$ cat src/rtl/simple_uart_rx.sv
// 8N1 UART receiver with a small receive FIFO and a four-register bus slave.
// The frame timer is loaded from BSR at start detection, so BSR writes only affect later frames.
`timescale 1ns/1ps
module simple_uart_rx #(
  parameter int unsigned FIFO_DEPTH = 4
) (
  input  logic        clk_i,
  input  logic        rst_i,
  input  logic        rxd_i,
  input  logic        sel_i,
  input  logic [1:0]  addr_i,
  input  logic [31:0] data_i,
  output logic [31:0] data_o,
  input  logic        we_i,
  output logic        irq_o
);

  localparam int unsigned AW = $clog2(FIFO_DEPTH);
  localparam int unsigned CW = AW + 1;

  typedef enum logic [2:0] {S_IDLE, S_START, S_DATA, S_STOP, S_WAIT_HIGH} state_t;

  state_t        state;
  logic          rxd_s1, rxd_s2, rxd_prev;
  logic [33:0]   timer, period;
  logic [2:0]    bit_cnt;
  logic [7:0]    shift;
  logic [31:0]   bsr;
  logic          cr_en, ovr, fe;
  logic [7:0]    mem [FIFO_DEPTH];
  logic [AW-1:0] wr_ptr, rd_ptr;
  logic [CW-1:0] count, count_n;

  logic          rd_acc, wr_sr, wr_bsr, wr_cr, abort;
  logic          empty, full, pop, expired;
  logic          push_req, push, ovr_set, fe_set, cr_en_n;
  logic [33:0]   per_calc;
  logic [4:0]    count_w;
  logic [2:0]    cnt3;
  logic [31:0]   sr_val, rd_mux;

  always_comb begin
    rd_acc   = sel_i && !we_i;
    wr_sr    = sel_i && we_i && (addr_i == 2'd1);
    wr_bsr   = sel_i && we_i && (addr_i == 2'd2);
    wr_cr    = sel_i && we_i && (addr_i == 2'd3);
    abort    = wr_cr && !data_i[0];
    empty    = (count == '0);
    full     = (count == CW'(FIFO_DEPTH));
    pop      = rd_acc && (addr_i == 2'd0) && !empty;
    expired  = (timer <= 34'd1);
    push_req = (state == S_STOP) && expired && rxd_s2 && !abort;
    fe_set   = (state == S_STOP) && expired && !rxd_s2 && !abort;
    push     = push_req && (!full || pop);
    ovr_set  = push_req && full && !pop;
    count_n  = count + CW'(push) - CW'(pop);
    cr_en_n  = wr_cr ? data_i[0] : cr_en;
    // 3*(BSR+1) without a multiplier
    per_calc = {2'b00, bsr} + {1'b0, bsr, 1'b0} + 34'd3;
    count_w  = 5'(count);
    cnt3     = (count_w > 5'd7) ? 3'd7 : count_w[2:0];
    sr_val   = {24'b0, (state != S_IDLE), cnt3, fe, ovr, full, !empty};
    rd_mux   = '0;
    case (addr_i)
      2'd0: rd_mux = empty ? '0 : {24'b0, mem[rd_ptr]};
      2'd1: rd_mux = sr_val;
      2'd2: rd_mux = bsr;
      default: rd_mux = {31'b0, cr_en};
    endcase
  end

  always_ff @(posedge clk_i or negedge rst_i) begin
    if (!rst_i) begin
      rxd_s1   <= 1'b1;
      rxd_s2   <= 1'b1;
      rxd_prev <= 1'b1;
      state    <= S_IDLE;
      timer    <= '0;
      period   <= '0;
      bit_cnt  <= '0;
      shift    <= '0;
    end else begin
      rxd_s1   <= rxd_i;
      rxd_s2   <= rxd_s1;
      rxd_prev <= rxd_s2;
      if (abort) begin
        state <= S_IDLE;
        timer <= '0;
      end else begin
        case (state)
          S_IDLE: begin
            if (cr_en && rxd_prev && !rxd_s2) begin
              state  <= S_START;
              period <= per_calc;
              timer  <= per_calc >> 1;
            end
          end
          S_START: begin
            if (expired) begin
              if (!rxd_s2) begin
                state   <= S_DATA;
                timer   <= period;
                bit_cnt <= '0;
              end else begin
                state <= S_IDLE;
                timer <= '0;
              end
            end else begin
              timer <= timer - 34'd1;
            end
          end
          S_DATA: begin
            if (expired) begin
              shift <= {rxd_s2, shift[7:1]};
              timer <= period;
              if (bit_cnt == 3'd7) state <= S_STOP;
              else bit_cnt <= bit_cnt + 3'd1;
            end else begin
              timer <= timer - 34'd1;
            end
          end
          S_STOP: begin
            if (expired) begin
              state <= rxd_s2 ? S_IDLE : S_WAIT_HIGH;
              timer <= '0;
            end else begin
              timer <= timer - 34'd1;
            end
          end
          S_WAIT_HIGH: begin
            if (rxd_s2) state <= S_IDLE;
          end
          default: state <= S_IDLE;
        endcase
      end
    end
  end

  always_ff @(posedge clk_i) begin
    if (push) mem[wr_ptr] <= shift;
  end

  always_ff @(posedge clk_i or negedge rst_i) begin
    if (!rst_i) begin
      wr_ptr <= '0;
      rd_ptr <= '0;
      count  <= '0;
      bsr    <= 32'd2;
      cr_en  <= 1'b1;
      ovr    <= 1'b0;
      fe     <= 1'b0;
      data_o <= '0;
      irq_o  <= 1'b0;
    end else begin
      if (push) wr_ptr <= wr_ptr + AW'(1);
      if (pop)  rd_ptr <= rd_ptr + AW'(1);
      count <= count_n;
      if (wr_bsr) bsr <= data_i;
      cr_en <= cr_en_n;
      // set has priority over write-1-clear
      ovr <= ovr_set || (ovr && !(wr_sr && data_i[2]));
      fe  <= fe_set  || (fe  && !(wr_sr && data_i[3]));
      if (rd_acc) data_o <= rd_mux;
      irq_o <= cr_en_n && (count_n != '0);
    end
  end

endmodule

$ cat config.mk
export PLATFORM = sky130hd
export DESIGN_NAME = simple_uart_rx
export DESIGN_NICKNAME = d
export VERILOG_FILES = /design/src/rtl/simple_uart_rx.sv
export SDC_FILE = /design/constraint.sdc
export NUM_CORES = 1
export LEC_CHECK = 0
export BUFFER_PORTS_ARGS = -buffer_cell sky130_fd_sc_hd__buf_2
export CORE_MARGIN = 3
export CORE_UTILIZATION = 40
export CTS_CLUSTER_DIAMETER = 60
export DETAILED_ROUTE_END_ITERATION = 16
export SETUP_SLACK_MARGIN = 0.02
export SYNTH_ARGS = -nofsm -noshare
export SYNTH_HDL_FRONTEND = slang
export SYNTH_SLANG_ARGS = --single-unit
export TNS_END_PERCENT = 5
$ cat constraint.sdc
create_clock -name clk_i -period 4.1 [get_ports clk_i]
set_clock_uncertainty 0.1 [all_clocks]
set_input_delay 0.41 -clock clk_i [delete_from_list [all_inputs] [get_ports clk_i]]
set_output_delay 0.41 -clock clk_i [all_outputs]
set_load 0.05 [all_outputs]
* Word level (Yosys, flattened, before mapping)
Memories as Yosys holds them, arrays and structs flattened.
Index checks and enable logic that the tools add are counted.
W data, S select, Z words.
** Cells by class
- Reduce and logical (&&, ||, !) cells :: 47
- Multiplexer cells :: 27
- $add $sub $neg :: 8
- Order comparisons :: 1
- Equal/unequal tests :: 19
- Bitwise gates (word level) :: 1
** Operator list (number)
- $mux W34 :: 6
- $pmux W34 S4 :: 1
- $pmux W32 S3 :: 1
- $mux W3 :: 12
- $add A32 B33 Y34 :: 1
- $add A34 B2 Y34 const B :: 1
- $le A34 B1 Y1 const B :: 1
- $sub A34 B1 Y34 const B :: 1
- $logic_and A1 B1 Y1 :: 23
- $ne A3 B3 Y1 const B :: 6
- $pmux W3 S5 :: 1
- $reduce_and A6 Y1 :: 2
- $eq A3 B3 Y1 const B :: 3
- $logic_not A1 Y1 :: 9
- $mux W8 :: 1
- $ne A2 B2 Y1 const B :: 4
- $eq A3 B2 Y1 const B :: 2
- $logic_not A3 Y1 :: 2
- $pmux W3 S2 :: 1
- $reduce_and A3 Y1 :: 2
- $reduce_bool A3 Y1 :: 2
- $reduce_bool A5 Y1 :: 1
- $add A2 B1 Y2 const B :: 2
- $eq A2 B2 Y1 const B :: 2
- other kinds (12) :: 16
** Word-level totals
- Output and inout port bits :: 33
- Register bits :: 160
- Memories kept :: 1
- Memory bits (writable) :: 32
- Input bits :: 39
** Memories
- mem :: words 4, bits a word 8, read ports 1, clocked after Yosys merged registers in 0, write ports 1, line 30 : logic [7:0] mem [FIFO_DEPTH];

* Depth between registers and ports, before layout
Gate-level depths: netlist of the first run.
- Word-level depth :: 10
- Gate-level depth with buffers :: 13
- Depth with buffers taken out :: 12

* Worst setup path after synthesis of the first run
Ideal clock, no wire load.
- Path type :: flip-flop to flip-flop
- Start :: register timer[24]
- End :: register irq_o
- Data arrival time :: 3.002 ns
- Stages on the path, launching flop included :: 10
- Period minus slack after synthesis :: 3.226 ns
- Slack :: 0.874 ns
- Cells stage by stage :: dfrtp_1 -> or4_4 -> nor4_2 -> nand4_1 -> nor4_1 -> and3_1 -> buf_2 -> ha_1 -> fa_1 -> o31a_1
** On the way
- Word-level cells in the longest chain between the ends :: 9
** RTL lines
- start: declaration :: line 25 : logic [33:0] timer, period;
- start signal: assignment :: line 95 : timer <= per_calc >> 1;
- start signal: assignment :: line 102 : timer <= period;
- start signal: assignment :: line 109 : timer <= timer - 34'd1;
- $le A34 B1 Y1 :: line 51 : expired = (timer <= 34'd1);
- $logic_and A1 B1 Y1 (3 in series) :: line 52 : push_req = (state == S_STOP) && expired && rxd_s2 && !abort;
- $logic_and A1 B1 Y1 :: line 54 : push = push_req && (!full || pop);
- $add A3 B1 Y3 :: line 56 : count_n = count + CW'(push) - CW'(pop);
- $sub A3 B1 Y3 :: line 56
- named net count_n[1] :: line 32 : logic [CW-1:0] count, count_n;
- $reduce_bool A3 Y1 :: line 164 : irq_o <= cr_en_n && (count_n != '0);
- $logic_and A1 B1 Y1 :: line 164
- end signal: assignment :: line 164
- end: declaration :: line 15 : output logic irq_o
The timed path passes the listed nets, and every way through them passes these cells.
A chain may end at the register's enable or synchronous reset.

* Worst setup path after layout of the first run
- Start :: register timer[28]
- End :: register irq_o
Same word-level chain as after synthesis.

==> flow_summary.ini, run 1 <==
[flow_run]
maxCapViolCount = 0

[power_and_ir_drop]
power_frac_seq_pct = 33.6
intPower_mw = 4.93
clkPwrFrac_pct = 19.8
power_leakage_nw = 5.47
peakVddDrop_mv = 0.289
switching_power_mw = 3.96
p_sw_share_pct = 44.5
cellPowerDensity_mw_per_mm2 = 725
pwr-share-comb_pct = 46.5

[worst_setup_path]
critical_path.max_fanout = 5
endpoint_kind = register
crit_chain = or4_1 > nor4_2 > nand4_1 > nor4_1 > and3_1 > ha_1 > fa_1 > o31a_1
crit_slowest_cell = or4_1
worst-setup-path-type = register to register
crit_buf_inv = 0
r2r_slack_ns = 0.58
required_ns = 4.33
worst_ep_arrival_time_ns = 3.75
max_stage_delay_ns = 0.64
path_delay_family = simple AND/OR/NAND/NOR gates
cp-start-kind = register

[place]
gp_congestion = 0.866
place_hpwl_mm = 18.4
post-place-ws_ns = 0.523
numPortBuffers = 71

[die]
start_util_pct = 41.2
die_h_um = 171
core_area_mm2 = 0.0264
die_width_um = 171
ios = 72
die_area_mm2 = 0.0292
rows = 59

[synth]
synthCells = 1072
yosysUniqueCellTypes = 67
synth_flop_cell = dfrtp_1
syn_nets = 1185
avgSynthCellArea_um2 = 10.1
ys_seq_area_share_pct = 45.7
synth_warnings = 0
ys_ff_latch = 192
synth_edf_count = 32
syn_area_mm2 = 0.0109
async_flop_share_pct = 83.3

[routing]
first_iter_violations = 549
drc = 0
wire_per_inst_um = 17.6
avgViaCountPerCell = 5.60
ant_nets = 0
vias = 8271
drt_pre_antenna_iters = 5
wl_mm = 26.0

[timing]
grt_setup_unrepaired = no
worst_slack_ns = 0.579
post-route-period-util_pct = 85.9
max_freq_ghz = 0.284
report.final.setup_viol = 0
finalCriticalPeriod_ns = 3.52
maxSlewHeadroom_pct = 37.8
worst_pin_slew_ns = 0.925
hold_violations = 0
whs_ns = 0.0966
setup_tns_ns = 0
final_max_slew_viol_count = 0

[final_layout]
area_growth_pct = 12.8
drive_gt1_share_pct = 17.5
nFillCells = 2430
seq_area_mm2 = 0.00497
multi_input_area_mm2 = 0.00562
nNetsFinal = 1241
diodes = 0

[clocking]
numCtsBuffers = 17
insertion_delay_ns = 0.44
cts_buffer_depth = 2
cts_sinks = 192
htreeDepth = 4
clk_pin_slew_ns = 0.09
root_buffer = clkbuf_16
cts_setup_buffers = 0
cts_tree = yes

[min_path]
hold_path_class = input port to register

[grt]
grt_pass1_vias = 8098
grt.overflow.total = 0
antenna_found_initial = 0
grt.total_usage_pct = 18.3
grt_start_max_net_pins = 99
grt_pass1_wl_mm = 43.1

[outcome]
status = finished, final reports clean
[layer usage]
layer	share of wire (%)	GRT usage (%)
met5	0	0
met4	1.0	3.92
met3	3.6	3.35
met2	45	27.8
met1	51	27.3
[registers in the layout, indices dropped and copies added, names as in the netlist, 2 cells and up]
| signal | count |
|---|---|
| bit_cnt | 3 |
| state | 3 |
| mem | 32 |
| period | 34 |
| timer | 34 |
| rd_ptr | 2 |
| shift | 8 |
| data_o | 32 |
| wr_ptr | 2 |
| cnt3 | 3 |
| bsr | 32 |
[synthesized netlist by cell type (5+ instances only)]
cell / n / area (um^2)
dfrtp_1: 155 / 3880
a31oi_1: 12 / 75.1
nand2b_1: 6 / 37.5
mux4_2: 8 / 180
or3_1: 5 / 31.3
mux2_2: 45 / 507
ha_1: 73 / 913
nand4_1: 13 / 81.3
nand3_1: 21 / 105
o21ai_0: 83 / 415
nor3_1: 25 / 125
dfstp_2: 5 / 131
nand2_1: 119 / 447
a211oi_1: 24 / 180
xnor2_1: 31 / 272
o211ai_1: 9 / 67.6
nor4_2: 5 / 62.6
nor2b_1: 7 / 43.8
buf_2: 8 / 40.0
a21o_1: 16 / 120
a21oi_1: 83 / 415
xor2_1: 27 / 236
inv_1: 20 / 75.1
a22o_1: 25 / 219
clkbuf_1: 44 / 165
nor2_1: 68 / 255
nor4_1: 10 / 62.6
a22oi_1: 9 / 67.6
and3_1: 7 / 43.8
edfxtp_1: 32 / 961
o21a_1: 7 / 52.6
o21ai_1: 7 / 35.0
[cells by family (layout without fill, tap and decap cells)]
kind of cell               count (synthesis)  count (layout)  share of synthesized area, %
DFF                                      192             192                          45.7
adders and majority gates                 74              74                          8.59
AOI/OAI and AO/OA                        304             304                          17.6
muxes                                     56              56                          6.60
xor gates and xnor gates                  58              58                          4.67
buffers and inverters                     75             144                          2.68
and+or+nand+nor                          313             313                          14.2
[final timing paths]
| check | from | end | cells after the start |
|---|---|---|---|
| max in group asynchronous | rst_i | bsr[7] | 3 |
| min in group asynchronous | rst_i | period[32] | 2 |
| max | timer[28] | irq_o | 8 |
| min | data_i[8] | bsr[8] | 2 |
| max reg2reg | timer[28] | irq_o | 8 |
| min reg2reg | rxd_s1 | rxd_s2 | 0 |
[cell type report]
type | count | share of cell area (%)
Inverter | 20 | 0.612
Timing Repair Buffer | 92 | 4.38
Sequential cell | 192 | 40.6
Clock buffer | 17 | 3.47
Multi-Input combinational cell | 805 | 45.8
Tap cell | 335 | 3.42
Clock inverter | 15 | 1.73
[per-stage QoR]
step / util [%] / std cells / instance area [um^2] / power [mW]
global route: 46.5 / 1476 / 12300 / 9.59
global placement: 44.0 / 1442 / 11600 / 7.07
finish: 46.5 / 1476 / 12300 / 8.89
floorplan: - / 1072 / 10900 / 5.99
CTS: 46.5 / 1476 / 12300 / 8.93
detailed placement: 44.0 / 1442 / 11600 / 7.12
[worst reg2reg max path, cell delays in order (launching register included)]
cell and delay (ns):
dfrtp_1 0.46, or4_1 0.64, nor4_2 0.32, nand4_1 0.22
nor4_1 0.54, and3_1 0.26, ha_1 0.17, fa_1 0.43
o31a_1 0.28
[what timing repair did]
| action | 4_1_cts | 5_1_grt |
|---|---|---|
| hold buffers | 2 | 0 |
| hold endpoints to repair | 58 | 0 |
| gates resized for setup | 0 | 0 |
[cell usage in the layout, fill, tap and decap left out, drive strengths merged, types with 26 or more instances in the layout]
cell type,n
a21oi,83
buf,90
dfrtp,155
edfxtp,32
ha,73
inv,29
mux2,45
nand2,119
nor2,68
nor3,26
o21ai,90
xnor2,31
xor2,27
[power groups by stage]
stage / Combinational [mW] / Sequential, mW / Clock (mW)
finish: 4.14 / 2.99 / 1.76
global route: 4.64 / 3.07 / 1.88
CTS: 4.14 / 2.99 / 1.81
detailed placement: 4.11 / 3.02 / 0
global placement: 4.06 / 3.00 / 0
floorplan: 2.99 / 2.99 / 0
(Power assumes the default switching activity.)
==> run 2: changes to the inputs <==
- CELL_PAD_IN_SITES_DETAIL_PLACEMENT: not set -> 0
- CELL_PAD_IN_SITES_GLOBAL_PLACEMENT: not set -> 1
- PLACE_DENSITY_LB_ADDON: not set -> 0.1
==> run 2 against run 1 <==
Net effect: clock-buffer cell count unchanged; worst hold slack worse by 0.0090 ns; combinational power up 2%; non-clock buffer count up 2; via count about the same; register-to-register slack worse by 0.13 ns; core utilization up 0.11 points; power up 1.8%.
==> flow_summary.ini, run 2 (same netlist as run 1, synthesis figures left out) <==
[outcome]
status = finished, final reports clean

[final_layout]
fin_area_mm2 = 0.0123
nNetsFinal = 1243
area_growth_pct = 13.0
biggestRegsByFlops = period x34, timer x34
diodes = 0
drive_gt1_share_pct = 17.8
final_cell_mix = dfrtp_1, nand2_1, o21ai_0
layout_commonest_cell = dfrtp_1

[routing]
wl_mm = 28.2
ant_nets = 0
vias = 8278
drt_pre_antenna_iters = 7
avgViaCountPerCell = 5.60
wire_per_inst_um = 19.1
first_iter_violations = 598
drc = 0

[worst_setup_path]
r2r-end = irq_o
path_delay_family = simple AND/OR/NAND/NOR gates
crit_buf_inv = 1
crit_slowest_cell = or4_4
worst_ep_arrival_time_ns = 3.89
crit_chain = or4_4 > nor4_2 > nand4_1 > nor4_1 > buf_4 > and3_1 > ha_1 > fa_1 > o31a_1
endpoint_kind = register
r2r-start = timer[24]
r2r_slack_ns = 0.45
crit_path_start = timer[24]
cp-start-kind = register
required_ns = 4.34
worstRegToRegCells = 9
critical_path.max_fanout = 8
max_stage_delay_ns = 0.59
worst-setup-path-type = register to register

[grt]
grt_pass1_vias = 8246
grt.overflow.total = 0
grt_pass1_wl_mm = 46.6
grt_start_max_net_pins = 88
grt.total_usage_pct = 20.1
antenna_found_initial = 0

[power_and_ir_drop]
pwr-share-comb_pct = 46.6
peakVddDrop_mv = 0.276
power_frac_seq_pct = 33.1
power_leakage_nw = 5.49
switching_power_mw = 4.10
intPower_mw = 4.95
p_total_mw = 9.05
cellPowerDensity_mw_per_mm2 = 736
clkPwrFrac_pct = 20.3
p_sw_share_pct = 45.3

[die]
rows = 59
core_area_mm2 = 0.0264
die_area_mm2 = 0.0292
die_h_um = 171
start_util_pct = 41.2
die_width_um = 171
ios = 72

[min_path]
hold_depth = 2
hold_start = data_i[15]
hold_end = bsr[15]
hold_path_class = input port to register

[clocking]
cts_sinks = 192
root_buffer = clkbuf_16
cts_tree = yes
numCtsBuffers = 17
cts_hold_buf = 2
cts_buffer_depth = 2
ctsResizeCount = 0
cts_setup_buffers = 0
insertion_delay_ns = 0.45
htreeDepth = 4
clk_pin_slew_ns = 0.09

[timing]
worst_pin_slew_ns = 0.933
hold_violations = 0
report.final.setup_viol = 0
whs_ns = 0.0876
post-route-period-util_pct = 89.1
maxSlewHeadroom_pct = 37.6
max_freq_ghz = 0.274
final_max_slew_viol_count = 0
grt_setup_unrepaired = no
setup_tns_ns = 0
finalCriticalPeriod_ns = 3.65

[place]
gp_congestion = 0.842
placed_cell_area_mm2 = 0.0116
numPortBuffers = 71
place_hpwl_mm = 19.8

[flow_run]
maxCapViolCount = 0
[run 2: power by group through the flow]
| stage | registers (mW) | clock network (mW) | logic (mW) |
|---|---|---|---|
| after global placement | 3.02 | 0 | 4.19 |
| final | 2.99 | 1.84 | 4.21 |
| after CTS | 2.99 | 1.90 | 4.23 |
| after floorplan | 2.99 | 0 | 2.99 |
| after global routing | 3.08 | 1.97 | 4.75 |
| after detailed placement | 3.03 | 0 | 4.20 |
[run 2: area by class of cell]
type                    instances  area (um^2)
clock buffers                  17          425
multi-input cells             805         5620
inverters                      20         75.1
repair buffers                 94          552
flip-flops and latches        192         4970
fillers                      2504        14100
well taps                     335          419
clock inverters                15          220
[run 2: worst max-delay path by stage]
stage / end / slack, ns / cells past startpoint
finish: irq_o / 0.45 / 9
global route: irq_o / 0.21 / 9
CTS: irq_o / 0.42 / 9
detailed placement: irq_o / 0.46 / 9
global placement: irq_o / 0.50 / 9
floorplan: irq_o / 0.87 / 9
[run 2: per-stage QoR]
stage               setup slack (ns)  utilization, %  cells
finish                         0.448            46.6   1478
floorplan                      0.874               -   1072
CTS                            0.424            46.6   1478
global placement               0.495            44.1   1444
global route                   0.210            46.6   1478
detailed placement             0.463            44.1   1444
[run 2: layer usage]
layer	GRT usage (%)	share of wire, %	wire, um	up-vias
met3	2.77	2.6	728	27
met1	31.5	53	15000	4067
met2	29.3	43	12100	125
li1	-	-	-	4059
met4	4.83	1.4	401	0
met5	0	0	0	-
[run 2: worst register-to-register path, cell delays in order, from the launching register on]
cell and delay, ns:
dfrtp_1 0.43, or4_4 0.59, nor4_2 0.40, nand4_1 0.26, nor4_1 0.32, buf_4 0.18, and3_1 0.33, ha_1 0.24
fa_1 0.43, o31a_1 0.28
